`config.mk`:
```
export PLATFORM = sky130hd
export DESIGN_NAME = alu_share_arbiter_flat
export DESIGN_NICKNAME = d
export VERILOG_FILES = /design/src/rtl/alu_share_arbiter_if.sv /design/src/rtl/alu_share_arbiter.sv /design/src/flat_wrapper.sv
export SDC_FILE = /design/constraint.sdc
export NUM_CORES = 1
export LEC_CHECK = 0
export BUFFER_PORTS_ARGS = -buffer_cell sky130_fd_sc_hd__buf_2
export CORE_ASPECT_RATIO = 1.25
export CORE_MARGIN = 1.5
export CORE_UTILIZATION = 46
export DETAILED_ROUTE_END_ITERATION = 8
export GPL_ROUTABILITY_DRIVEN = 0
export MAX_ROUTING_LAYER = met4
export PLACE_DENSITY = 0.8
export RECOVER_POWER = 25
export SETUP_SLACK_MARGIN = 0.15
export SYNTH_ARGS = -nofsm -noshare
export SYNTH_HDL_FRONTEND = slang
export SYNTH_SLANG_ARGS = --single-unit
```
`constraint.sdc`:
```
create_clock -name clk -period 1.75 [get_ports clk]
set_input_delay 0.2625 -clock clk [delete_from_list [all_inputs] [get_ports clk]]
set_output_delay 0.2625 -clock clk [all_outputs]
set_load 0.02 [all_outputs]
```
`src/rtl/alu_share_arbiter_if.sv`:
```
// Purpose: bundles the two requester channels, the shared response channel and
// the ALU-side wires of alu_share_arbiter.
// Modports:
//   slave  - the arbiter: takes requests and response-ready, drives ready/valid/result/ALU.
//   master - the requesters: drive requests and response-ready, observe the rest.
//   alu    - the combinational ALU: takes control/operands, returns result and zero flag.
interface alu_share_arbiter_if #(
  parameter int unsigned DATA_W = 32,
  parameter int unsigned CTRL_W = 5
);
  // requester 0 (main datapath)
  logic              req0_valid;
  logic              req0_ready;
  logic [CTRL_W-1:0] req0_op;
  logic [DATA_W-1:0] req0_a;
  logic [DATA_W-1:0] req0_b;
  // requester 1 (auxiliary unit)
  logic              req1_valid;
  logic              req1_ready;
  logic [CTRL_W-1:0] req1_op;
  logic [DATA_W-1:0] req1_a;
  logic [DATA_W-1:0] req1_b;
  // responses
  logic              rsp0_valid;
  logic              rsp0_ready;
  logic              rsp1_valid;
  logic              rsp1_ready;
  logic [DATA_W-1:0] rsp_result;
  logic              rsp_zero;
  // ALU side
  logic [CTRL_W-1:0] alu_ctrl;
  logic [DATA_W-1:0] alu_in1;
  logic [DATA_W-1:0] alu_in2;
  logic [DATA_W-1:0] alu_result;
  logic              alu_zero;
  // status
  logic              busy;

  modport slave (
    input  req0_valid, req0_op, req0_a, req0_b,
    input  req1_valid, req1_op, req1_a, req1_b,
    input  rsp0_ready, rsp1_ready,
    input  alu_result, alu_zero,
    output req0_ready, req1_ready,
    output rsp0_valid, rsp1_valid, rsp_result, rsp_zero,
    output alu_ctrl, alu_in1, alu_in2,
    output busy
  );

  modport master (
    output req0_valid, req0_op, req0_a, req0_b,
    output req1_valid, req1_op, req1_a, req1_b,
    output rsp0_ready, rsp1_ready,
    input  req0_ready, req1_ready,
    input  rsp0_valid, rsp1_valid, rsp_result, rsp_zero,
    input  busy
  );

  modport alu (
    input  alu_ctrl, alu_in1, alu_in2,
    output alu_result, alu_zero
  );
endinterface

```
`src/rtl/alu_share_arbiter.sv`:
```
// Purpose: shares one combinational ALU between a main datapath requester (0)
// and an auxiliary requester (1). Round-robin arbitration in IDLE, operands
// registered on handshake, ALU driven for exactly one EXEC cycle, result held
// in RESP until the granted requester accepts it.
// Ports:
//   clk    - clock, all state updates on rising edge
//   rst_n  - synchronous active-low reset
//   bus    - alu_share_arbiter_if.slave: request/response channels, ALU wires, busy
module alu_share_arbiter #(
  parameter int unsigned      DATA_W   = 32,
  parameter int unsigned      CTRL_W   = 5,
  parameter logic [CTRL_W-1:0] NOP_CODE = '0
) (
  input  logic                clk,
  input  logic                rst_n,
  alu_share_arbiter_if.slave  bus
);

  typedef enum logic [1:0] {
    IDLE = 2'd0,
    EXEC = 2'd1,
    RESP = 2'd2
  } state_t;

  state_t            state;
  logic              prio;
  logic              grant;
  logic [CTRL_W-1:0] opReg;
  logic [DATA_W-1:0] aReg;
  logic [DATA_W-1:0] bReg;
  logic [DATA_W-1:0] resultReg;
  logic              zeroReg;

  logic              pick;
  logic              ready0;
  logic              ready1;
  logic              grantReady;

  // Winner selection: a lone requester wins, a tie goes to prio.
  assign pick = (bus.req0_valid && bus.req1_valid) ? prio : bus.req1_valid;

  // Ready only in IDLE and only toward the selected, valid requester.
  assign ready0 = (state == IDLE) && bus.req0_valid && !pick;
  assign ready1 = (state == IDLE) && bus.req1_valid && pick;

  // Response-ready of the requester currently owning the result.
  assign grantReady = grant ? bus.rsp1_ready : bus.rsp0_ready;

  // Control and datapath state.
  always_ff @(posedge clk) begin
    if (!rst_n) begin
      state     <= IDLE;
      prio      <= 1'b0;
      grant     <= 1'b0;
      opReg     <= '0;
      aReg      <= '0;
      bReg      <= '0;
      resultReg <= '0;
      zeroReg   <= 1'b0;
    end else begin
      case (state)
        IDLE: begin
          if (ready0 || ready1) begin
            opReg <= pick ? bus.req1_op : bus.req0_op;
            aReg  <= pick ? bus.req1_a  : bus.req0_a;
            bReg  <= pick ? bus.req1_b  : bus.req0_b;
            grant <= pick;
            state <= EXEC;
          end
        end
        EXEC: begin
          resultReg <= bus.alu_result;
          zeroReg   <= bus.alu_zero;
          state     <= RESP;
        end
        RESP: begin
          // Priority flips only when a response completes.
          if (grantReady) begin
            prio  <= ~grant;
            state <= IDLE;
          end
        end
        default: state <= IDLE;
      endcase
    end
  end

  // ALU sees operands only in EXEC; NOP with zero operands otherwise.
  always_comb begin
    bus.alu_ctrl = NOP_CODE;
    bus.alu_in1  = '0;
    bus.alu_in2  = '0;
    if (state == EXEC) begin
      bus.alu_ctrl = opReg;
      bus.alu_in1  = aReg;
      bus.alu_in2  = bReg;
    end
  end

  assign bus.req0_ready = ready0;
  assign bus.req1_ready = ready1;
  assign bus.rsp0_valid = (state == RESP) && !grant;
  assign bus.rsp1_valid = (state == RESP) && grant;
  assign bus.rsp_result = resultReg;
  assign bus.rsp_zero   = zeroReg;
  assign bus.busy       = (state != IDLE);

endmodule
```
`src/flat_wrapper.sv`:
```
// flat-port wrapper written by rule: the top's interface ports become plain ports
module alu_share_arbiter_flat 
#(
  parameter int unsigned      DATA_W   = 32,
  parameter int unsigned      CTRL_W   = 5,
  parameter logic [CTRL_W-1:0] NOP_CODE = '0
)
  (clk, rst_n, bus_req0_valid, bus_req0_op, bus_req0_a, bus_req0_b, bus_req1_valid, bus_req1_op, bus_req1_a, bus_req1_b, bus_rsp0_ready, bus_rsp1_ready, bus_alu_result, bus_alu_zero, bus_req0_ready, bus_req1_ready, bus_rsp0_valid, bus_rsp1_valid, bus_rsp_result, bus_rsp_zero, bus_alu_ctrl, bus_alu_in1, bus_alu_in2, bus_busy);
  alu_share_arbiter_if #(.DATA_W(DATA_W), .CTRL_W(CTRL_W)) bus_i ();
  input  logic clk;
  input  logic rst_n;
  input wire logic [$bits(bus_i.req0_valid)-1:0] bus_req0_valid;
  input wire logic [$bits(bus_i.req0_op)-1:0] bus_req0_op;
  input wire logic [$bits(bus_i.req0_a)-1:0] bus_req0_a;
  input wire logic [$bits(bus_i.req0_b)-1:0] bus_req0_b;
  input wire logic [$bits(bus_i.req1_valid)-1:0] bus_req1_valid;
  input wire logic [$bits(bus_i.req1_op)-1:0] bus_req1_op;
  input wire logic [$bits(bus_i.req1_a)-1:0] bus_req1_a;
  input wire logic [$bits(bus_i.req1_b)-1:0] bus_req1_b;
  input wire logic [$bits(bus_i.rsp0_ready)-1:0] bus_rsp0_ready;
  input wire logic [$bits(bus_i.rsp1_ready)-1:0] bus_rsp1_ready;
  input wire logic [$bits(bus_i.alu_result)-1:0] bus_alu_result;
  input wire logic [$bits(bus_i.alu_zero)-1:0] bus_alu_zero;
  output wire logic [$bits(bus_i.req0_ready)-1:0] bus_req0_ready;
  output wire logic [$bits(bus_i.req1_ready)-1:0] bus_req1_ready;
  output wire logic [$bits(bus_i.rsp0_valid)-1:0] bus_rsp0_valid;
  output wire logic [$bits(bus_i.rsp1_valid)-1:0] bus_rsp1_valid;
  output wire logic [$bits(bus_i.rsp_result)-1:0] bus_rsp_result;
  output wire logic [$bits(bus_i.rsp_zero)-1:0] bus_rsp_zero;
  output wire logic [$bits(bus_i.alu_ctrl)-1:0] bus_alu_ctrl;
  output wire logic [$bits(bus_i.alu_in1)-1:0] bus_alu_in1;
  output wire logic [$bits(bus_i.alu_in2)-1:0] bus_alu_in2;
  output wire logic [$bits(bus_i.busy)-1:0] bus_busy;
  assign bus_i.req0_valid = bus_req0_valid;
  assign bus_i.req0_op = bus_req0_op;
  assign bus_i.req0_a = bus_req0_a;
  assign bus_i.req0_b = bus_req0_b;
  assign bus_i.req1_valid = bus_req1_valid;
  assign bus_i.req1_op = bus_req1_op;
  assign bus_i.req1_a = bus_req1_a;
  assign bus_i.req1_b = bus_req1_b;
  assign bus_i.rsp0_ready = bus_rsp0_ready;
  assign bus_i.rsp1_ready = bus_rsp1_ready;
  assign bus_i.alu_result = bus_alu_result;
  assign bus_i.alu_zero = bus_alu_zero;
  assign bus_req0_ready = bus_i.req0_ready;
  assign bus_req1_ready = bus_i.req1_ready;
  assign bus_rsp0_valid = bus_i.rsp0_valid;
  assign bus_rsp1_valid = bus_i.rsp1_valid;
  assign bus_rsp_result = bus_i.rsp_result;
  assign bus_rsp_zero = bus_i.rsp_zero;
  assign bus_alu_ctrl = bus_i.alu_ctrl;
  assign bus_alu_in1 = bus_i.alu_in1;
  assign bus_alu_in2 = bus_i.alu_in2;
  assign bus_busy = bus_i.busy;
  alu_share_arbiter #(.DATA_W(DATA_W), .CTRL_W(CTRL_W), .NOP_CODE(NOP_CODE)) u_core (.clk(clk), .rst_n(rst_n), .bus(bus_i));
endmodule
```
# ---- Yosys cells after proc, flatten, opt, wreduce, memory -nomap -nowiden
# Cells that the tools add are included.
dict set report totals {
  regBits 106
}
dict set report op_classes {
  n_eq_ne 4
  n_mux 11
  bitwise_logic 1
  reduce_logical 15
}
# op count
set op_table {}
lappend op_table {{32-bit 2-to-1 mux} 4}
lappend op_table {{5-bit 2-to-1 mux} 2}
lappend op_table {{1-bit logical AND} 7}
lappend op_table {{2-bit case mux with 3 select lines} 1}
lappend op_table {{2-bit AND reduction} 3}
lappend op_table {{2-bit 2-to-1 mux} 2}
lappend op_table {{2-bit by 1-bit == test with 1-bit output (second input constant)} 1}
lappend op_table {{2-bit == test (second input constant)} 1}
lappend op_table {{1-bit logical NOT} 2}
lappend op_table {{2-bit logical NOT} 1}
lappend op_table {{1-bit 2-to-1 mux} 2}
lappend op_table {{2-bit by 1-bit inequality test with 1-bit output (second input constant)} 1}
lappend op_table {{2-bit inequality test (second input constant)} 1}
lappend op_table {{2-bit nonzero test} 1}
lappend op_table {{1-bit logical OR} 1}
lappend op_table {{1-bit inverter} 1}

# ---- Longest topological paths before layout
# Gate-level depths: netlist (run 1).
dict set report logic_depth {
  ltp_word 7
  ltp_mapped 6
  mapped_depth_nobuf 4
}

# ---- Worst setup path before layout (run 1)
# OpenSTA, ideal clock, no wires.
dict set report synth_timing {
  path_kind {reg-to-output}
  from {reg u_core.state[0]}
  to {out bus_alu_in1[13]}
  t_arrival_ns 1.222
  setup_slack_ns 0.266
  stages_incl_launch_ff 5
  n_path_buf 2
  path_cell_list {dfxtp_1 nor2b_1 buf_2 clkbuf_1 and2_1}
}
dict set report synth_via {
  elab_chain_cells 2
}
# item line
set synth_lines {}
lappend synth_lines {{start: declaration} alu_share_arbiter.sv:25} ;# state_t state;
lappend synth_lines {{start signal: assignment} alu_share_arbiter.sv:52} ;# state <= IDLE;
lappend synth_lines {{start signal: assignment} alu_share_arbiter.sv:68} ;# state <= EXEC;
lappend synth_lines {{start signal: assignment} alu_share_arbiter.sv:74} ;# state <= RESP;
lappend synth_lines {{2-bit by 1-bit == test with 1-bit output} alu_share_arbiter.sv:93} ;# if (state == EXEC) begin
lappend synth_lines {{32-bit 2-to-1 mux} alu_share_arbiter.sv:93}
lappend synth_lines {{end: declaration} flat_wrapper.sv:31} ;# output wire logic [$bits(bus_i.alu_in1)-1:0] bus_alu_in1;
# No other way between the ends.

# ---- Worst setup path after layout (run 1)
dict set report layout_timing {
  from {reg u_core.state[0]}
  to {out bus_alu_in1[25]}
}
# Same word-level chain as after synthesis.

==> impl_results.md, run 1 <==
- Design Area, Final: 0.00839 mm^2
- Max_slew headroom: 56.3%
- Antenna fix cells: 0
- Crit path cell chain: nor2b_4 > buf_12 > buf_6 > and2_1 > buf_4
- Vias per cell: 5.70
- IO Count: 284
- Via Count: 6,124
- TritonCTS buffer count: 9
- EDFF count, synth: 0
- Sequential Area: 0.00213 mm^2
- Clock skew: 0.00832 ns
- TritonRoute pass-1 iters: 5
- Clock-pin slew on the worst setup and hold paths: 0.08 ns
- HP Class: in -> reg
- First-pass GRT wire length: 27,200 um
- Final setup fails: 0
- Post-Synthesis Cell Area: 0.00559 mm^2
- Max-cap violations: 0
- Area growth from synthesis to layout: 50.0%
- Worst-Margin Slew: 0.656 ns
- Total track usage: 27.4%
- Crit-path max cell delay: 0.35 ns
- CTS H-tree lvls: 3
- VDD IR max: 0.651 mV
- Worst path slowest cell: dfxtp_2
- Status: completed
- Final period demand of the worst path: 1.74 ns
- Placed cell area: 0.00718 mm^2
- Syn_area_per_cell: 8.56 um^2
- # clock sinks: 106
- Initial antenna violation count: 0
- Grt ovf: 0
- Core Region: 0.0117 mm^2
- Synth top area share: 37.9%
- Avg WL per Cell: 18.0 um
- WP data arrival: 1.48 ns
- Most frequent cells after synthesis: 106 x dfxtp_1, 71 x and2_1, 70 x and3_1
- Die Ht: 126 um
- Tcrit/Tclk final: 99.7%
- Largest area contributor in the netlist: dfxtp_1
- Startpoint Class: flop
- Final nets: 1,086
- RSZ-0062 raised after global routing: yes
- CTS max path bufs: 2
- Syn Nets: 830
- Initial drt markers: 412
- TritonCTS clock tree: built
- Area of the multi-input gates: 0.00329 mm^2
- Crit Path Max Fanout: 7
- Crit end category: output port
- DRC Markers: 0
- Netlist cell types: 26
- Layout cells sized above 1: 40.3%
- Post-CTS Hold Fix Bufs: 0
- Most numerous cell in the Yosys netlist: dfxtp_1
- Pleak: 4.08 nW
- Max-slew violations: 0
- CP required: 1.49 ns
- Setup CP Type: reg -> out
- Buffers on Ports: 283
- Clk_lat worst skew: 0.35 ns
- Synth async-reset ratio: 0%
- Initial Util: 47.7%
- Fin. Hold Viols: 0
- Total Die Area: 0.0128 mm^2
- Vias in the first global route: 5,624
- Fmax: 573 MHz
- Fillers: 940
- Design Power: 0.00694 W
- Die width: 102 um
- #FFs+latches synth: 106
- Detail Route Antenna Nets: 0
- DRT Wirelength: 19,400 um
- Rows: 44
- Seq/Total Area, Yosys: 37.9%
- P per Cell Area: 828 mW/mm^2
- Root Buffer: clkbuf_16
- Top_reg_cell synth: dfxtp_1
- Dpl hpwl: 11,200 um
- YS warnings: 0
- Dominant cells by area after synthesis: dfxtp_1 38%, o311a_1 12%, a21boi_0 9.3%, o21bai_1 9.3%, and2_1 7.9%
- Largest net degree at the start of global routing: 86
- Cells after Synth: 653
[cells by family after synthesis]
group / share of synthesized area [%]
AO/OA/AOI/OAI: 34.6
AND/OR/NAND/NOR: 21.2
multiplexers: 0.179
flip-flops: 37.9
buffers and inverters: 6.08
[worst max-delay path: cells and delay by family (launching register included)]
| kind | cells | cell delay [ns] |
|---|---|---|
| and+or+nand+nor | 2 | 0.33 |
| buffers and inverters | 3 | 0.45 |
| DFF | 1 | 0.35 |
[report_power, final]
group	switching, W	internal [W]
sequential	0.000136	0.00267
clock	0.00104	0.00103
combinational	0.00102	0.00105
total	0.00220	0.00474
[metrics by stage]
stage          utilization [%]  setup slack [ns]  instances  TNS (ns)  hold WS, ns
6_report                  71.5           0.00544       1075         0        0.136
5_1_grt                   71.5           -0.0315       1075    -0.467        0.138
4_1_cts                   67.6            0.0122       1067         0        0.125
3_5_place_dp              61.2             0.287       1037         0        0.443
3_3_place_gp              61.2             0.295       1037         0        0.439
2_1_floorplan                -             0.266        653         0        0.377
[layer usage]
metal | track usage (%) | vias to the layer above | share of wire (%)
li1 | - | 2868 | -
met1 | 32.9 | 2912 | 40
met2 | 46.2 | 307 | 50
met3 | 3.44 | 37 | 7.1
met4 | 10.9 | 0 | 2.3
met5 | - | - | 0
[what timing repair did]
item / in CTS / in global routing
resized for setup: 85 / 107
gates cloned: 5 / 7
setup buffers: 9 / 1
pin swaps: 0 / 37
setup endpoints to repair: 74 / 77
[path summary, 6_finish.rpt]
kind	cells after the start	start	endpoint	slack [ns]
worst min-delay path	2	bus_rsp1_ready	u_core.prio	0.14
worst max-delay path	5	u_core.state[0]	bus_alu_in1[25]	0.005
worst min register to register	2	u_core.bus.rsp_result[24]	u_core.bus.rsp_result[24]	0.45
worst max register to register	4	u_core.state[1]	u_core.bReg[22]	0.15
[final cells by class]
type	instances	share of cell area, %
inverter	4	0.179
multi-input combinational	465	39.2
clock inverter	7	0.999
tap	161	2.40
timing repair buffer	323	29.2
clock buffer	9	2.68
sequential	106	25.3
[cells in the final DEF (no fill, tap or decap), types with 2 or more instances in the layout]
| cell | netlist | routed |
|---|---|---|
| buf_2 | 17 | 179 |
| dfxtp_1 | 106 | 103 |
| and3_1 | 70 | 69 |
| a21boi_0 | 69 | 69 |
| o21bai_1 | 69 | 69 |
| o311a_1 | 69 | 69 |
| nand2_1 | 67 | 67 |
| buf_6 | 1 | 62 |
| and2_4 | 0 | 52 |
| a21oi_1 | 36 | 36 |
| clkbuf_1 | 59 | 33 |
| buf_4 | 1 | 26 |
| and2_1 | 71 | 19 |
| clkbuf_16 | 0 | 15 |
| buf_12 | 0 | 10 |
| inv_6 | 0 | 4 |
| clkinv_8 | 0 | 3 |
| bufbuf_16 | 0 | 3 |
| buf_16 | 0 | 3 |
| dfxtp_2 | 0 | 3 |
| nor2b_4 | 0 | 2 |
| inv_1 | 2 | 2 |
| o21ai_0 | 1 | 2 |
| nor2_1 | 3 | 2 |
[sequential cells by signal, summed over array words and instances, names as in the netlist]
signal                 count
u_core.state               2
u_core.bus.rsp_zero        1
u_core.bus.rsp_result     32
u_core.opReg               5
u_core.bReg               32
u_core.grant               1
u_core.prio                1
u_core.aReg               32
Power figures use the tool's default switching activity.
==> run 2, diff against run 1 <==
Settings changed: PLACE_DENSITY 0.8 to 0.92, TNS_END_PERCENT from default to 1.
==> impl_results.md, run 2 (same netlist as run 1, synthesis figures left out) <==
- Final worst slack: -0.0240 ns
- Pleak: 3.97 nW
- Total track usage: 28.1%
- Placed cell area: 0.00715 mm^2
- Crit Path Max Fanout: 9
- Initial Util: 47.7%
- TritonRoute pass-1 iters: 4
- VDD IR max: 0.589 mV
- Max-cap violations: 0
- TritonCTS clock tree: built
- Status: finished with violations
- CTS max path bufs: 2
- Tcrit/Tclk final: 101%
- Detail Route Antenna Nets: 0
- Largest net degree at the start of global routing: 74
- Antenna fix cells: 0
- Grt ovf: 0
- IO Count: 284
- Vias per cell: 5.66
- Post-CTS Hold Fix Bufs: 0
- Final nets: 1,079
- Design Area, Final: 0.00814 mm^2
- Clock skew: 0.0108 ns
- DRT Wirelength: 18,400 um
- Most frequent cells in the layout: 184 x buf_2, 104 x dfxtp_1
- HP Class: in -> reg
- Via Count: 6,050
- Fin. Hold Viols: 0
- R2r setup slk: 0.18 ns
- Die Ht: 126 um
- P per Cell Area: 845 mW/mm^2
- Clock-pin slew on the worst setup and hold paths: 0.08 ns
- Setup CP Type: reg -> out
- WP data arrival: 1.51 ns
- Final setup fails: 17
- # clock sinks: 106
- Failing checks: negative setup slack
- Clk_lat worst skew: 0.34 ns
- CP required: 1.49 ns
- TritonCTS buffer count: 9
- Root Buffer: clkbuf_16
- Worst reg2reg path startpoint: u_core.state[1]
- Die width: 102 um
- Area growth from synthesis to layout: 45.5%
- Startpoint Class: flop
- Max_slew headroom: 74.7%
- Dpl hpwl: 11,100 um
- Setup_tns: -0.261 ns
- CTS H-tree lvls: 3
- Layout cells sized above 1: 38.8%
- Final period demand of the worst path: 1.77 ns
- Buffers on Ports: 283
- Worst-Margin Slew: 0.380 ns
- RSZ-0062 raised after global routing: yes
- Avg WL per Cell: 17.3 um
- Crit end category: output port
- Fmax: 564 MHz
- DRC Markers: 0
- Rows: 44
- Critical Path Sink: bus_alu_in1[4]
- Core Region: 0.0117 mm^2
- First-pass GRT wire length: 27,800 um
- Vias in the first global route: 5,762
- Initial drt markers: 323
- Commonest non-fill, non-tap cell in the layout: buf_2
- Initial antenna violation count: 0
- Max-slew violations: 0
- Total Die Area: 0.0128 mm^2
- Fin util: 69.4%
- CP Launch Point: u_core.state[1]
- Worst R2R End: u_core.bReg[17]
- Design Power: 0.00688 W
- Worst reg2reg path depth: 6
[run 2: worst max-delay path, cell delays in order (launching register included)]
cell and delay, ns:
dfxtp_4 0.36, nor2b_4 0.16, buf_12 0.14, buf_12 0.11
buf_16 0.13, and2_1 0.14, buf_6 0.12
[run 2: worst min-delay path by stage]
| stage | startpoint | endpoint | slack, ns | cells past startpoint |
|---|---|---|---|---|
| 2_1_floorplan | bus_rsp1_ready | u_core.prio | 0.38 | 1 |
| 3_3_place_gp | u_core.bus.rsp_result[4] | u_core.bus.rsp_result[4] | 0.44 | 2 |
| 3_5_place_dp | u_core.bus.rsp_result[31] | u_core.bus.rsp_result[31] | 0.44 | 2 |
| 4_1_cts | bus_alu_result[29] | u_core.bus.rsp_result[29] | 0.14 | 3 |
| 5_1_grt | bus_alu_result[21] | u_core.bus.rsp_result[21] | 0.15 | 3 |
| 6_report | bus_alu_result[12] | u_core.bus.rsp_result[12] | 0.15 | 3 |
[run 2: stage by stage]
| step | worst slack, ns | std cells | hold WS (ns) |
|---|---|---|---|
| final | -0.0240 | 1068 | 0.150 |
| after global routing | -0.0816 | 1068 | 0.152 |
| after CTS | -0.0159 | 1065 | 0.142 |
| after detailed placement | 0.248 | 1038 | 0.444 |
| after global placement | 0.284 | 1038 | 0.439 |
| after floorplan | 0.266 | 653 | 0.377 |
[run 2: area by class of cell]
class / count / area [um^2]
Fill cell: 922 / 3590
Multi-Input combinational cell: 465 / 3260
Timing Repair Buffer: 316 / 2220
Sequential cell: 106 / 2130
Clock buffer: 9 / 225
Tap cell: 161 / 201
Clock inverter: 7 / 86.3
Inverter: 4 / 15.0
[run 2: power breakdown]
group / internal [W] / switching (W) / total [W]
registers: 0.00267 / 0.000132 / 0.00280
logic: 0.000972 / 0.00100 / 0.00197
clock network: 0.00114 / 0.000966 / 0.00210
[run 2: timing repair]
item / 4_1_cts / 5_1_grt
gates resized for setup: 144 / 20
setup endpoints to repair: 74 / 134
buffers inserted: 7 / 1
pin swaps: 19 / 16
gates cloned: 4 / 2
[run 2: layer usage]
metal  vias up  GRT usage, %  wire length, um
li1       2870             -                -
met1      2860          31.2             7290
met2       271          49.3             9390
met3        49          4.88             1190
met4         0          10.6              573
met5         -             -                0
